**config.mk**
```make
export PLATFORM = sky130hd
export DESIGN_NAME = conv33_window
export DESIGN_NICKNAME = d
export VERILOG_FILES = /design/src/rtl/conv33_window.sv
export SDC_FILE = /design/constraint.sdc
export NUM_CORES = 1
export LEC_CHECK = 0
export BUFFER_PORTS_ARGS = -buffer_cell sky130_fd_sc_hd__buf_4
export CORE_UTILIZATION = 31
export CTS_BUF_LIST = sky130_fd_sc_hd__clkbuf_2
export DETAILED_ROUTE_END_ITERATION = 8
export PLACE_DENSITY = 0.5
export SLEW_MARGIN = 20
export SYNTH_ARGS = -nofsm -noshare
export SYNTH_HDL_FRONTEND = slang
export SYNTH_SLANG_ARGS = --single-unit
export TNS_END_PERCENT = 30
```
**constraint.sdc**
```tcl
create_clock -name clk -period 4.15 [get_ports clk]
set_clock_uncertainty 0.05 [all_clocks]
set_input_delay 0.2075 -clock clk [delete_from_list [all_inputs] [get_ports clk]]
set_output_delay 0.2075 -clock clk [all_outputs]
set_load 0.1 [all_outputs]
```
**src/rtl/conv33_window.sv**
```systemverilog
// rtl/conv33_window.sv - 3x3 sliding window generator with two line buffers (optional stride 2 via CONV33_WIN_STRIDE2_EN)
module conv33_window #(
    parameter int DATA_WIDTH = 8,
    parameter int IMG_WIDTH  = 28,
    parameter int IMG_HEIGHT = 28
) (
    input  logic                          clk,
    input  logic                          rst,
    input  logic                          in_valid,
    input  logic                          in_sof,
    input  logic [DATA_WIDTH-1:0]         in_data,
    output logic [DATA_WIDTH-1:0]         data_0_0,
    output logic [DATA_WIDTH-1:0]         data_0_1,
    output logic [DATA_WIDTH-1:0]         data_0_2,
    output logic [DATA_WIDTH-1:0]         data_1_0,
    output logic [DATA_WIDTH-1:0]         data_1_1,
    output logic [DATA_WIDTH-1:0]         data_1_2,
    output logic [DATA_WIDTH-1:0]         data_2_0,
    output logic [DATA_WIDTH-1:0]         data_2_1,
    output logic [DATA_WIDTH-1:0]         data_2_2,
    output logic                          win_valid,
    output logic                          frame_done,
    output logic [$clog2(IMG_HEIGHT)-1:0] win_row,
    output logic [$clog2(IMG_WIDTH)-1:0]  win_col
);

    localparam int CW = $clog2(IMG_WIDTH);
    localparam int RW = $clog2(IMG_HEIGHT);

    // Position of the last emitted window; with stride 2 it is the last even offset from 2.
`ifdef CONV33_WIN_STRIDE2_EN
    localparam int LAST_R_I = 2 + 2 * ((IMG_HEIGHT - 3) / 2);
    localparam int LAST_C_I = 2 + 2 * ((IMG_WIDTH - 3) / 2);
`else
    localparam int LAST_R_I = IMG_HEIGHT - 1;
    localparam int LAST_C_I = IMG_WIDTH - 1;
`endif

    localparam logic [CW-1:0] COL_END   = CW'(IMG_WIDTH - 1);
    localparam logic [RW-1:0] ROW_END   = RW'(IMG_HEIGHT - 1);
    localparam logic [CW-1:0] COL_WLAST = CW'(LAST_C_I);
    localparam logic [RW-1:0] ROW_WLAST = RW'(LAST_R_I);
    localparam logic [CW-1:0] COL_TWO   = CW'(2);
    localparam logic [RW-1:0] ROW_TWO   = RW'(2);

    logic [CW-1:0]         r_col;
    logic [RW-1:0]         r_row;
    logic [DATA_WIDTH-1:0] r_lb0 [IMG_WIDTH];
    logic [DATA_WIDTH-1:0] r_lb1 [IMG_WIDTH];
    logic [DATA_WIDTH-1:0] r_win [3][3];
    logic                  r_win_valid;
    logic                  r_frame_done;
    logic [RW-1:0]         r_win_row;
    logic [CW-1:0]         r_win_col;

    logic [CW-1:0]         w_col;
    logic [RW-1:0]         w_row;
    logic [CW-1:0]         w_col_nxt;
    logic [RW-1:0]         w_row_nxt;
    logic                  w_win_en;
    logic                  w_last;
    logic [RW-1:0]         w_out_row;
    logic [CW-1:0]         w_out_col;
    logic [DATA_WIDTH-1:0] w_col_in [3];

    // Effective pixel position (sof forces 0,0), window qualification and next counter values.
    always_comb begin
        w_col     = in_sof ? '0 : r_col;
        w_row     = in_sof ? '0 : r_row;
        w_win_en  = (w_row >= ROW_TWO) && (w_col >= COL_TWO);
`ifdef CONV33_WIN_STRIDE2_EN
        // (row-2) even is the same as row even.
        w_win_en  = w_win_en && !w_row[0] && !w_col[0];
        w_out_row = (w_row - ROW_TWO) >> 1;
        w_out_col = (w_col - COL_TWO) >> 1;
`else
        w_out_row = w_row - ROW_TWO;
        w_out_col = w_col - COL_TWO;
`endif
        w_last    = w_win_en && (w_row == ROW_WLAST) && (w_col == COL_WLAST);
        w_col_nxt = w_col + CW'(1);
        w_row_nxt = w_row;
        if (w_col == COL_END) begin
            w_col_nxt = '0;
            w_row_nxt = (w_row == ROW_END) ? '0 : w_row + RW'(1);
        end
        w_col_in[0] = r_lb1[w_col];
        w_col_in[1] = r_lb0[w_col];
        w_col_in[2] = in_data;
    end

    // Line buffers: age one row per accepted pixel; contents are never reset.
    always_ff @(posedge clk) begin
        if (in_valid) begin
            r_lb1[w_col] <= r_lb0[w_col];
            r_lb0[w_col] <= in_data;
        end
    end

    // Position counters, window shift register and output strobes.
    always_ff @(posedge clk or posedge rst) begin
        if (rst) begin
            r_col        <= '0;
            r_row        <= '0;
            r_win_valid  <= 1'b0;
            r_frame_done <= 1'b0;
            r_win_row    <= '0;
            r_win_col    <= '0;
            for (int r = 0; r < 3; r++) begin
                for (int c = 0; c < 3; c++) begin
                    r_win[r][c] <= '0;
                end
            end
        end else if (in_valid) begin
            r_col        <= w_col_nxt;
            r_row        <= w_row_nxt;
            r_win_valid  <= w_win_en;
            r_frame_done <= w_last;
            if (w_win_en) begin
                r_win_row <= w_out_row;
                r_win_col <= w_out_col;
            end
            for (int r = 0; r < 3; r++) begin
                r_win[r][0] <= r_win[r][1];
                r_win[r][1] <= r_win[r][2];
                r_win[r][2] <= w_col_in[r];
            end
        end else begin
            r_win_valid  <= 1'b0;
            r_frame_done <= 1'b0;
        end
    end

    assign data_0_0   = r_win[0][0];
    assign data_0_1   = r_win[0][1];
    assign data_0_2   = r_win[0][2];
    assign data_1_0   = r_win[1][0];
    assign data_1_1   = r_win[1][1];
    assign data_1_2   = r_win[1][2];
    assign data_2_0   = r_win[2][0];
    assign data_2_1   = r_win[2][1];
    assign data_2_2   = r_win[2][2];
    assign win_valid  = r_win_valid;
    assign frame_done = r_frame_done;
    assign win_row    = r_win_row;
    assign win_col    = r_win_col;

endmodule
```
==> results of run 1 <==
## state kept, by name, summed over array words and instances, names as in the netlist
name / count
r_lb0: 224
r_lb1: 224
data_0_0: 8
data_0_1: 8
data_0_2: 8
data_1_0: 8
data_1_1: 8
data_1_2: 8
data_2_0: 8
data_2_1: 8
data_2_2: 8
r_col: 5
r_row: 5
win_col: 5
win_row: 5
frame_done: 1
win_valid: 1
## worst paths after layout
kind | depth (start not counted) | to | slack, ns | from
setup / recovery | 7 | r_lb1[14][4]$_DFFE_PP_ | 0.76 | r_col[0]$_DFFE_PP0P_
hold / removal | 4 | r_lb0[6][6]$_DFFE_PP_ | 0.39 | in_data[6]
setup reg to reg | 7 | r_lb1[14][4]$_DFFE_PP_ | 0.76 | r_col[0]$_DFFE_PP0P_
hold reg to reg | 2 | win_col[0]$_DFFE_PP0P_ | 0.44 | win_col[0]$_DFFE_PP0P_
max in group asynchronous | 6 | data_2_0[7]$_DFFE_PP0P_ | 2.75 | rst
min in group asynchronous | 5 | data_0_2[3]$_DFFE_PP0P_ | 0.55 | rst
## what timing repair did
action | in CTS | in global routing
endpoints found under the setup margin | 0 | 0
endpoints found under the hold margin | 852 | 5
hold buffers | 34 | 1
## synthesized netlist by cell type (7+ instances only)
cell type  count  area [um2]
nor4_1         7        43.8
o22ai_1       31         194
mux2_2        94        1060
o21ai_0       40         200
nor2_1        49         184
a21o_1         8        60.1
buf_1          9        33.8
nor3_1        10        50.1
a32oi_1        7        61.3
nor2b_1       43         269
nand3_1       21         105
a311oi_1      28         245
edfxtp_1     448       13500
a31oi_1       31         194
buf_2         25         125
clkbuf_1      46         173
mux2i_1       54         541
dfrtp_1       94        2350
a211oi_1      51         383
inv_1         13        48.8
or3b_2         7        61.3
o221ai_1       8        70.1
nand2_1      113         424
a21oi_1        8        40.0
a222oi_1      24         240
## placed cells by master, fill, tap and decap left out, types with 7 or more instances in the layout
cell,n
edfxtp_1,448
clkbuf_2,197
buf_4,181
nand2_1,113
mux2_2,94
dfrtp_1,93
mux2i_1,54
a211oi_1,51
nor2_1,49
nor2b_1,42
o21ai_0,40
clkinv_1,32
a31oi_1,31
o22ai_1,31
a311oi_1,28
dlygate4sd3_1,26
a222oi_1,24
nand3_1,21
buf_12,16
inv_1,11
a21oi_1,8
a21o_1,8
o221ai_1,8
or3b_2,7
a32oi_1,7
nor4_1,7
## logic make-up after synthesis
logic type	after synthesis	synth area share, %
AOI/OAI and AO/OA	273	9.41
xor gates and xnor gates	2	0.0826
adders and majority gates	2	0.118
buffers and inverters	100	2.02
DFF	542	74.5
muxes	151	7.77
and+or+nand+nor	269	6.12
## metal layers
metal | share of wire [%] | vias up | GRT usage [%]
met5 | 0 | - | 0
met4 | 2.3 | 0 | 6.72
met3 | 6.7 | 97 | 4.57
met2 | 48 | 537 | 29.7
met1 | 43 | 6817 | 23.8
li1 | - | 5938 | -
## through the flow
step	instance area [um2]	setup WS [ns]	utilization, %	hold WS (ns)
6_report	25200	0.763	37.4	0.390
5_1_grt	25200	0.586	37.4	0.275
4_1_cts	25200	0.821	37.4	0.217
3_5_place_dp	23500	0.876	34.9	0.281
3_3_place_gp	23500	0.824	34.9	0.269
2_1_floorplan	21200	0.894	-	0.256
## layout make-up
| class | count | area (um2) | area share [%] |
|---|---|---|---|
| flip-flops and latches | 542 | 15800 | 62.6 |
| multi-input cells | 697 | 5020 | 19.9 |
| repair buffers | 224 | 1940 | 7.71 |
| well taps | 873 | 1090 | 4.33 |
| clock buffers | 197 | 986 | 3.91 |
| clock inverters | 49 | 313 | 1.24 |
| inverters | 15 | 58.8 | 0.233 |
| diodes | 4 | 10.0 | 0.0397 |
## where the power goes
part / switching (W) / internal, W
clock network: 0.00216 / 0.00154
registers: 0.000297 / 0.00647
logic: 0.00301 / 0.000922
## critical path, cell delays in order (launching register included)
cell      delay [ns]
dfrtp_4         0.77
buf_4           0.42
mux2_2          0.38
a222oi_1        0.31
o22ai_1         0.25
nor4_1          0.43
nand2_1         0.23
buf_12          0.22
==> impl_results.md, run 1 <==
- Synth cell types: 59
- Setup CP Type: register to register
- Post-Synthesis Cells: around 1,300
- First-pass GRT wire length: roughly 92 mm
- Most common flop cell mapped by yosys: edfxtp_1
- Grt total ovfl: 0
- Row cnt: between 90 and 100
- CTS buffer count: 136
- DR iter-0 viols: about 1,200
- PortBufs: 95
- Antenna violations before repair: 3
- Initial Util: between 30% and 40%
- DRC: 0
- CTS tree: built
- Total GRT Usage: 18.4%
- CP Data Required Time: 5.07 ns
- Largest net degree at the start of global routing: 79
- Register area share after synthesis: 74.5%
- Leak Pwr: 9.00 nW
- Synthesized area per cell: ~16 um2
- Worst Setup End Kind: register
- Post-CTS sizing: 0
- CORE AREA: roughly 0.067 mm2
- Final min period: 3.39 ns
- Drt first pass iters: 6
- Inst Count DP: between 2,000 and 2,500
- Layout Cells excl Fill: 2,601
- Post-route ant nets: 0
- HP Class: primary input to register
- Width of the chip: 264 um
- Max Clock Freq: slightly below 300 MHz
- Postcts setup bufs: 0
- Vias in the first global route: about 13,000
- Die Footprint: 0.0695 mm2
- Crit Path Max Fanout: 35
- Sum of negative setup slack: 0 ns
- Synth Cell Area: 0.0212 mm2
- Synth async-reset ratio: 17.3%
- Routed via count: 13,400
- Max Root-Sink Buffers: 3
- Outcome: complete, no violations
- Die H: 264 um
- Sink Count: approximately 540
- Worst endpoint data arrival time: 4.31 ns
- Via density per instance: 5.15
- Routability cong.: approximately 0.83
- Avg WL per Cell: 24.4 um
- Reg clk slew, reported paths: roughly 0.12 ns
- Root buf cell: clkbuf_2
- Htree depth: 4
- Slew margin rel.: 27.5%
- Tcrit/Tclk final: 81.6%
- Nets: 1,630
- Max Slew Vio Count: 0
- DPL Wire Length: roughly 39 mm
- IO Pins: between 90 and 100
- Layout fillers: 6,347
- Max_cap viols: 0
- Synth warn: 0
- Startpoint types: register
- Wirelength, routed: 63.4 mm
- Area growth syn-to-layout: 18.9%
- Share of cells above drive strength 1: a little under a third
- Setup violators final: 0
- PD cells: 570 mW/mm2
- RSZ-0062 raised after global routing: no
- Clk Latency, worst-skew pair: about 1.3 ns
- Worst vdd rail ir drop: 0.342 mV
- Worst-Margin Slew: 1.09 ns
- Flops & latches, synth: about 540
- Syn nets: 1,353
- Overall power: 0.0144 W
- Number of synthesized flops with an enable pin: 448
- Fin. Hold Viols: 0
Note: power is estimated with default switching activity, not from simulation.
==> inputs of run 2 (changes only) <==
ABC_AREA = 1   (was unset)
PLACE_DENSITY = 0.51   (was 0.5)
clock period = 3.1 ns   (was 4.15 ns; I/O delays follow)
==> run 2 against run 1 <==
  * Via count is 20% higher
  * Die area is 6.9% higher
  * Sequential share of layout area is 3.1 points lower
  * Cell area is 5.3% higher
  * First-iteration DRC count is 3.5% higher
  * Critical path depth is 8 higher
  * Routed wire length is 2.2% higher
  * Sequential cell count stayed put
  * Synthesized area is 7.0% higher
  * Critical path type is now primary input to register
  * Critical endpoint is now r_lb1[12][4]$_DFFE_PP_
  * Highest routed layer unchanged
==> impl_results.md, run 2 <==
- Outcome: complete, no violations (unchanged)
- Top-count cell post-synth: nand2_1 (was edfxtp_1)
- Syn nets: 2,209 (was 1,353)
- Commonest non-fill, non-tap cell in the layout: nand2_1 (was edfxtp_1)
- Avg WL per Cell: 18.4 um (was 24.4 um)
- Post-Synthesis Cells: 2,195 (was 1,339)
- Die H: 273 um (was 264 um)
- CORE AREA: 0.0720 mm2 (was 0.0674 mm2)
- Synth Cell Area: 0.0227 mm2 (was 0.0212 mm2)
- Max_cap viols: 0 (unchanged)
- Die Footprint: 0.0743 mm2 (was 0.0695 mm2)
- RSZ-0062 raised after global routing: no (unchanged)
- Antenna violations before repair: 2 (was 3)
- Number of synthesized flops with an enable pin: 448 (unchanged)
- CTS tree: built (unchanged)
- CP delay by family, top: buffers and inverters (was flip-flops)
- CTS buffer count: 145 (was 136)
- Max Slew Vio Count: 0 (unchanged)
- Htree depth: 4 (unchanged)
- Row cnt: 98 (was 95)
- Most frequent cells in the layout: nand2_1 (912), edfxtp_1 (448), clkbuf_2 (224) (was edfxtp_1 (448), clkbuf_2 (197), buf_4 (181))
- Largest net degree at the start of global routing: 91 (was 79)
- Layout Cells excl Fill: 3,520 (was 2,601)
- Final worst slack: 0.134 ns (was 0.763 ns)
- Synth area leaders: edfxtp_1 (59%), nand2_1 (15%), dfrtp_1 (10%), nand3_1 (4.3%), inv_1 (3.6%) (was edfxtp_1 (63%), dfrtp_1 (11%), mux2_2 (5.0%), mux2i_1 (2.5%), nand2_1 (2.0%))
- Total GRT Usage: 17.8% (was 18.4%)
- DPL Wire Length: 39.1 mm (was 38.7 mm)
- Setup violators final: 0 (unchanged)
- DR iter-0 viols: 1,227 (was 1,186)
- PortBufs: 95 (unchanged)
- First-pass GRT wire length: 98.4 mm (was 91.9 mm)
- Biggest regs: r_lb0 x224, r_lb1 x224 (unchanged)
- Fin. Hold Viols: 0 (unchanged)
- DRC: 0 (unchanged)
- Vias in the first global route: 16,100 (was 13,300)
- PD cells: 658 mW/mm2 (was 570 mW/mm2)
- Worst endpoint data arrival time: 3.93 ns (was 4.31 ns)
- CP Data Required Time: 4.06 ns (was 5.07 ns)
- Share of cells above drive strength 1: 17.6% (was 30.9%)
- Synth warn: 0 (unchanged)
- Clk Latency, worst-skew pair: 1.35 ns (was 1.28 ns)
- Synthesized area per cell: 10.3 um2 (was 15.8 um2)
- IO Pins: 96 (unchanged)
- Post-route ant nets: 0 (unchanged)
- Nets: 2,467 (was 1,630)
- CP Buf/Inv Count: 7 (was 2)
- Cell taking the most area after synthesis: edfxtp_1 (unchanged)
- Max Clock Freq: 337 MHz
- Reg clk slew, reported paths: 0.11 ns (was 0.12 ns)
- Register area share after synthesis: 69.6% (was 74.5%)
- Drt first pass iters: 5 (was 6)
- Critical Path Most Common Cell: nand2_1
- Final min period: 2.97 ns
- Top cells by count, synth: nand2_1 (912), edfxtp_1 (448), inv_1 (218), nand3_1 (197), nor2_1 (102) (was edfxtp_1 (448), nand2_1 (113), dfrtp_1 (94), mux2_2 (94), mux2i_1 (54))
- Startpoint types: primary input (was register)
- Worst Setup End Kind: register (unchanged)
- Max Root-Sink Buffers: 3 (unchanged)
- Setup CP Type: primary input to register (was register to register)
- Synth cell types: 30 (was 59)
- Flops & latches, synth: 542 (unchanged)
- Slew margin rel.: 21.5% (was 27.5%)
- Sum of negative setup slack: 0 ns (unchanged)
- CP max-delay cell: dlygate4sd3_1 (was dfrtp_4)
- Final Cell Area: 0.0266 mm2 (was 0.0252 mm2)
- Routability cong.: 0.835 (was 0.834)
- Post-synth top area share: 59.3% (was 63.4%)
- Root buf cell: clkbuf_2 (unchanged)
- Initial Util: 31.5% (about the same)
- Inst Count DP: 3,221 (was 2,316)
- Most common flop cell mapped by yosys: edfxtp_1 (unchanged)
- Worst vdd rail ir drop: 0.697 mV (was 0.342 mV)
- DP Area: 0.0248 mm2 (was 0.0235 mm2)
- HP Class: primary input to register (unchanged)
- Wirelength, routed: 64.8 mm (was 63.4 mm)
- Crit Path Max Fanout: 30 (was 35)
- Via density per instance: 4.56 (was 5.15)
- Crit path largest cell delay: 0.94 ns (was 0.77 ns)
- Worst-Margin Slew: 1.17 ns (was 1.09 ns)
- Width of the chip: 273 um (was 264 um)
- Hold slack: 0.231 ns (was 0.390 ns)
- Pre-CTS setup slack: 0.416 ns (was 0.876 ns)
- CP Cell Sequence: dlygate4sd3_1 > buf_4 > dlygate4sd3_1 > inv_4 > nand2_4 > buf_4 > nand3_1 > nand2_1 > nand2_1 > nand2_1 > nand2_1 > nand2_1 > inv_1 > nand2_1 > buf_4 (was buf_4 > mux2_2 > a222oi_1 > o22ai_1 > nor4_1 > nand2_1 > buf_12)
- Tcrit/Tclk final: 95.7%
- Sink Count: 542 (unchanged)
- Routed via count: 16,100 (was 13,400)
- Area growth syn-to-layout: 17.0% (was 18.9%)
- Synth async-reset ratio: 17.3% (unchanged)
- Grt total ovfl: 0 (unchanged)
- Leak Pwr: 11.5 nW (was 9.00 nW)
==> run 2: changes by cell type in the layout (fill, tap and decap cells not counted), sizes merged, moves of 51 or more <==
| cell | delta |
|---|---|
| mux2 | -96 |
| mux2i | -54 |
| a211oi | -51 |
| nand3 | +176 |
| inv | +211 |
| nor2 | +65 |
| nand2 | +807 |
==> run 2: area by class of cell <==
type	count	area, um2
Clock buffer	224	1120
Fill cell	7236	45400
Multi-Input combinational cell	1327	5540
Sequential cell	542	15800
Timing Repair Buffer	208	1840
Clock inverter	32	178
Inverter	229	866
Antenna cell	8	20.0
Tap cell	950	1190
==> run 2: final timing paths <==
path,start,endpoint,slack [ns],cells after the start
worst max register to register,r_col[1]$_DFFE_PP0P_,r_lb1[12][4]$_DFFE_PP_,0.27,11
max in group asynchronous,rst,data_0_2[3]$_DFFE_PP0P_,2.11,6
worst min-delay path,in_valid,r_lb1[3][7]$_DFFE_PP_,0.23,5
worst min register to register,data_2_0[2]$_DFFE_PP0P_,data_2_0[2]$_DFFE_PP0P_,0.43,2
min in group asynchronous,rst,r_col[3]$_DFFE_PP0P_,0.59,6
worst max-delay path,in_sof,r_lb1[12][4]$_DFFE_PP_,0.13,15
==> run 2: tightest hold or removal path, stage by stage <==
cell and delay [ns]:
dlygate4sd3_1 0.54, buf_4 0.17, nand2_1 0.27, nor2_1 0.12, buf_4 0.18
==> run 2: where the power goes <==
part / internal, W / switching [W]
logic: 0.000802 / 0.00309
clock network: 0.00206 / 0.00294
registers: 0.00839 / 0.000199
==> run 2: routing by layer <==
layer / wire [um] / up-vias / part of all wire (%) / GRT usage (%)
met4: 1610 / 0 / 2.5 / 7.23
li1: - / 7741 / - / -
met1: 29000 / 7699 / 45 / 23.3
met3: 4240 / 111 / 6.5 / 4.45
met2: 30000 / 517 / 46 / 27.9
met5: 0 / - / 0 / 0
==> run 2: timing repair <==
action | 4_1_cts | 5_1_grt
hold buffers | 35 | 0
hold endpoints to repair | 1009 | 0
buffers inserted | 0 | 0
resized for setup | 0 | 0
==> run 2: logic make-up (layout without fill, tap and decap cells) <==
family / Yosys count / in the layout / share of synthesized area (%)
compound gates: 88 / 88 / 2.15
flops: 542 / 542 / 69.6
buf+inv: 326 / 693 / 6.09
fa+ha+maj: 2 / 2 / 0.110
other cells: 0 / 8 / 0
simple gates: 1237 / 1237 / 22.0
==> run 2: through the flow <==
stage               util (%)  total power, W
global placement        34.5          0.0126
floorplan                  -          0.0114
CTS                     36.9          0.0177
detailed placement      34.5          0.0126
global route            36.9          0.0183
finish                  36.9          0.0175
==> inputs of run 3 (changes only) <==
ABC_AREA = unset   (was 1)
==> run 3 against run 2 <==
  * Worst setup slack lost 0.078 ns
  * Total power grew 10%
  * Clock-buffer cell count shrank 17
  * Sequential cell count is the same
  * Clock power shrank 1%
  * Hold slack lost 0.026 ns
  * Critical path depth shrank 8
  * Global-route usage grew 0.41 points
  * Sequential power grew 5.0%
  * Non-clock buffer count grew 42
  * Largest cell class unchanged
==> impl_results.md, run 3 (synthesized netlist as in run 1, its figures left out) <==
- CTS buffer count: 138 (was 145)
- Max Slew Vio Count: 0 (unchanged)
- Worst Setup End Kind: register (unchanged)
- Initial Util: 31.5% (about the same)
- Layout Cells excl Fill: 2,628 (was 3,520)
- CORE AREA: 0.0674 mm2 (was 0.0720 mm2)
- Max Clock Freq: 329 MHz (was 337 MHz)
- Fin. Hold Viols: 0 (unchanged)
- Post-route ant nets: 0 (unchanged)
- Final min period: 3.04 ns (was 2.97 ns)
- Nets: 1,658 (was 2,467)
- Sink Count: 542 (unchanged)
- Worst-Margin Slew: 0.944 ns (was 1.17 ns)
- Routability cong.: 0.855 (was 0.835)
- Pre-CTS setup slack: 0.0374 ns (was 0.416 ns)
- Grt total ovfl: 0 (unchanged)
- Max_cap viols: 0 (unchanged)
- Width of the chip: 264 um (was 273 um)
- Routed via count: 13,400 (was 16,100)
- Leak Pwr: 9.13 nW (was 11.5 nW)
- CP Cell Sequence: buf_12 > mux2_2 > a222oi_1 > o22ai_1 > nor4_1 > nand2_1 > buf_4 (was dlygate4sd3_1 > buf_4 > dlygate4sd3_1 > inv_4 > nand2_4 > buf_4 > nand3_1 > nand2_1 > nand2_1 > nand2_1 > nand2_1 > nand2_1 > inv_1 > nand2_1 > buf_4)
- Avg WL per Cell: 23.9 um (was 18.4 um)
- Crit Path Max Fanout: 28 (was 30)
- Row cnt: 95 (was 98)
- Layout Utilization: 37.7% (was 36.9%)
- CP delay by family, top: simple AND/OR/NAND/NOR gates (was buffers and inverters)
- Slew margin rel.: 36.9% (was 21.5%)
- CP Buf/Inv Count: 2 (was 7)
- Max Root-Sink Buffers: 3 (unchanged)
- HP Class: primary input to register (unchanged)
- DR iter-0 viols: 1,089 (was 1,227)
- Startpoint types: register (was primary input)
- PortBufs: 95 (unchanged)
- Commonest non-fill, non-tap cell in the layout: edfxtp_1 (was nand2_1)
- Final worst slack: 0.0566 ns (was 0.134 ns)
- Htree depth: 4 (unchanged)
- IO Pins: 96 (unchanged)
- Inst Count DP: 2,344 (was 3,221)
- RSZ-0062 raised after global routing: no (unchanged)
- Total GRT Usage: 18.2% (was 17.8%)
- Root buf cell: clkbuf_2 (unchanged)
- Worst vdd rail ir drop: 0.592 mV (was 0.697 mV)
- Setup violators final: 0 (unchanged)
- Most frequent cells in the layout: edfxtp_1 (448), buf_4 (210), clkbuf_2 (208) (was nand2_1 (912), edfxtp_1 (448), clkbuf_2 (224))
- Worst endpoint data arrival time: 3.96 ns (was 3.93 ns)
- Biggest regs: r_lb0 x224, r_lb1 x224 (unchanged)
- Die H: 264 um (was 273 um)
- Largest net degree at the start of global routing: 67 (was 91)
- Antenna violations before repair: 2 (unchanged)
- DPL Wire Length: 38.7 mm (was 39.1 mm)
- Setup CP Type: register to register (was primary input to register)
- Outcome: complete, no violations (unchanged)
- Tcrit/Tclk final: 98.2% (was 95.7%)
- Clk Latency, worst-skew pair: 1.28 ns (was 1.35 ns)
- Die Footprint: 0.0695 mm2 (was 0.0743 mm2)
- Reg clk slew, reported paths: 0.09 ns (was 0.11 ns)
- Via density per instance: 5.11 (was 4.56)
- CP Data Required Time: 4.02 ns (was 4.06 ns)
- Crit path largest cell delay: 0.63 ns (was 0.94 ns)
- Overall power: 0.0193 W (was 0.0175 W)
- CP max-delay cell: nor4_1 (was dlygate4sd3_1)
- CTS tree: built (unchanged)
- Share of cells above drive strength 1: 32.4% (was 17.6%)
- Postcts setup bufs: 0 (unchanged)
- Vias in the first global route: 13,600 (was 16,100)
- Wirelength, routed: 62.7 mm (was 64.8 mm)
- Area growth syn-to-layout: 19.7% (was 17.0%)
- First-pass GRT wire length: 91.6 mm (was 98.4 mm)
- PD cells: 759 mW/mm2 (was 658 mW/mm2)
- Drt first pass iters: 5 (unchanged)
- DRC: 0 (unchanged)
run 3: cell types whose count changed in the layout (fill, tap and decap cells not counted), sizes merged, moves of 17 or more:
cell    delta
a211oi    +51
a222oi    +24
a311oi    +28
a31oi     +22
buf       +44
inv      -212
mux2      +96
mux2i     +54
nand2    -807
nand3    -176
nor2      -65
nor2b     +43
o21ai     -17
o22ai     +26
run 3: area by class of cell:
cell class | instances | area, um2
Clock buffer | 207 | 1040
Sequential cell | 542 | 15800
Clock inverter | 38 | 233
Tap cell | 873 | 1090
Antenna cell | 6 | 15.0
Multi-Input combinational cell | 697 | 5040
Inverter | 15 | 58.8
Fill cell | 6385 | 42000
Timing Repair Buffer | 250 | 2110
run 3: per-stage QoR:
step,hold slack [ns],setup TNS [ns],cell area (um2)
after floorplan,0.204,-7.48,21200
after global placement,0.184,0,23700
after detailed placement,0.189,0,23700
after CTS,0.0248,0,25400
after global routing,0.0759,0,25400
final,0.205,0,25400
run 3: worst reg2reg max path, delay by kind of cell (launching register included):
family / cells / cell delay, ns
multiplexers: 1 / 0.36
buffers and inverters: 2 / 0.48
flip-flops: 1 / 0.59
AND/OR/NAND/NOR: 2 / 0.77
AO/OA/AOI/OAI: 2 / 0.49
run 3: final timing paths:
check | from | end | slack (ns) | cells past startpoint
min in group asynchronous | rst | data_0_2[5]$_DFFE_PP0P_ | 0.55 | 6
worst max register to register | r_col[0]$_DFFE_PP0P_ | r_lb1[15][6]$_DFFE_PP_ | 0.06 | 7
worst min register to register | win_row[0]$_DFFE_PP0P_ | win_row[0]$_DFFE_PP0P_ | 0.45 | 2
worst min-delay path | in_valid | r_lb0[1][5]$_DFFE_PP_ | 0.21 | 4
max in group asynchronous | rst | data_2_1[4]$_DFFE_PP0P_ | 2.01 | 6
worst max-delay path | r_col[0]$_DFFE_PP0P_ | r_lb1[15][6]$_DFFE_PP_ | 0.06 | 7
run 3: repair_timing:
item / in CTS / in global routing
hold buffers: 32 / 1
resized for setup: 1 / 2
endpoints found under the setup margin: 13 / 5
hold endpoints to repair: 916 / 28
pin swaps: 0 / 0
run 3: routing by layer:
metal	routed length, um	GRT usage (%)	vias up
li1	-	-	5988
met3	4080	4.57	93
met2	30300	29.5	536
met4	1450	6.53	0
met5	0	0	-
met1	26900	23.5	6807
run 3: report_power, final:
group	switching (W)	internal, W
Sequential	0.000346	0.00867
Clock	0.00290	0.00203
Combinational	0.00408	0.00125
Total	0.00733	0.0119
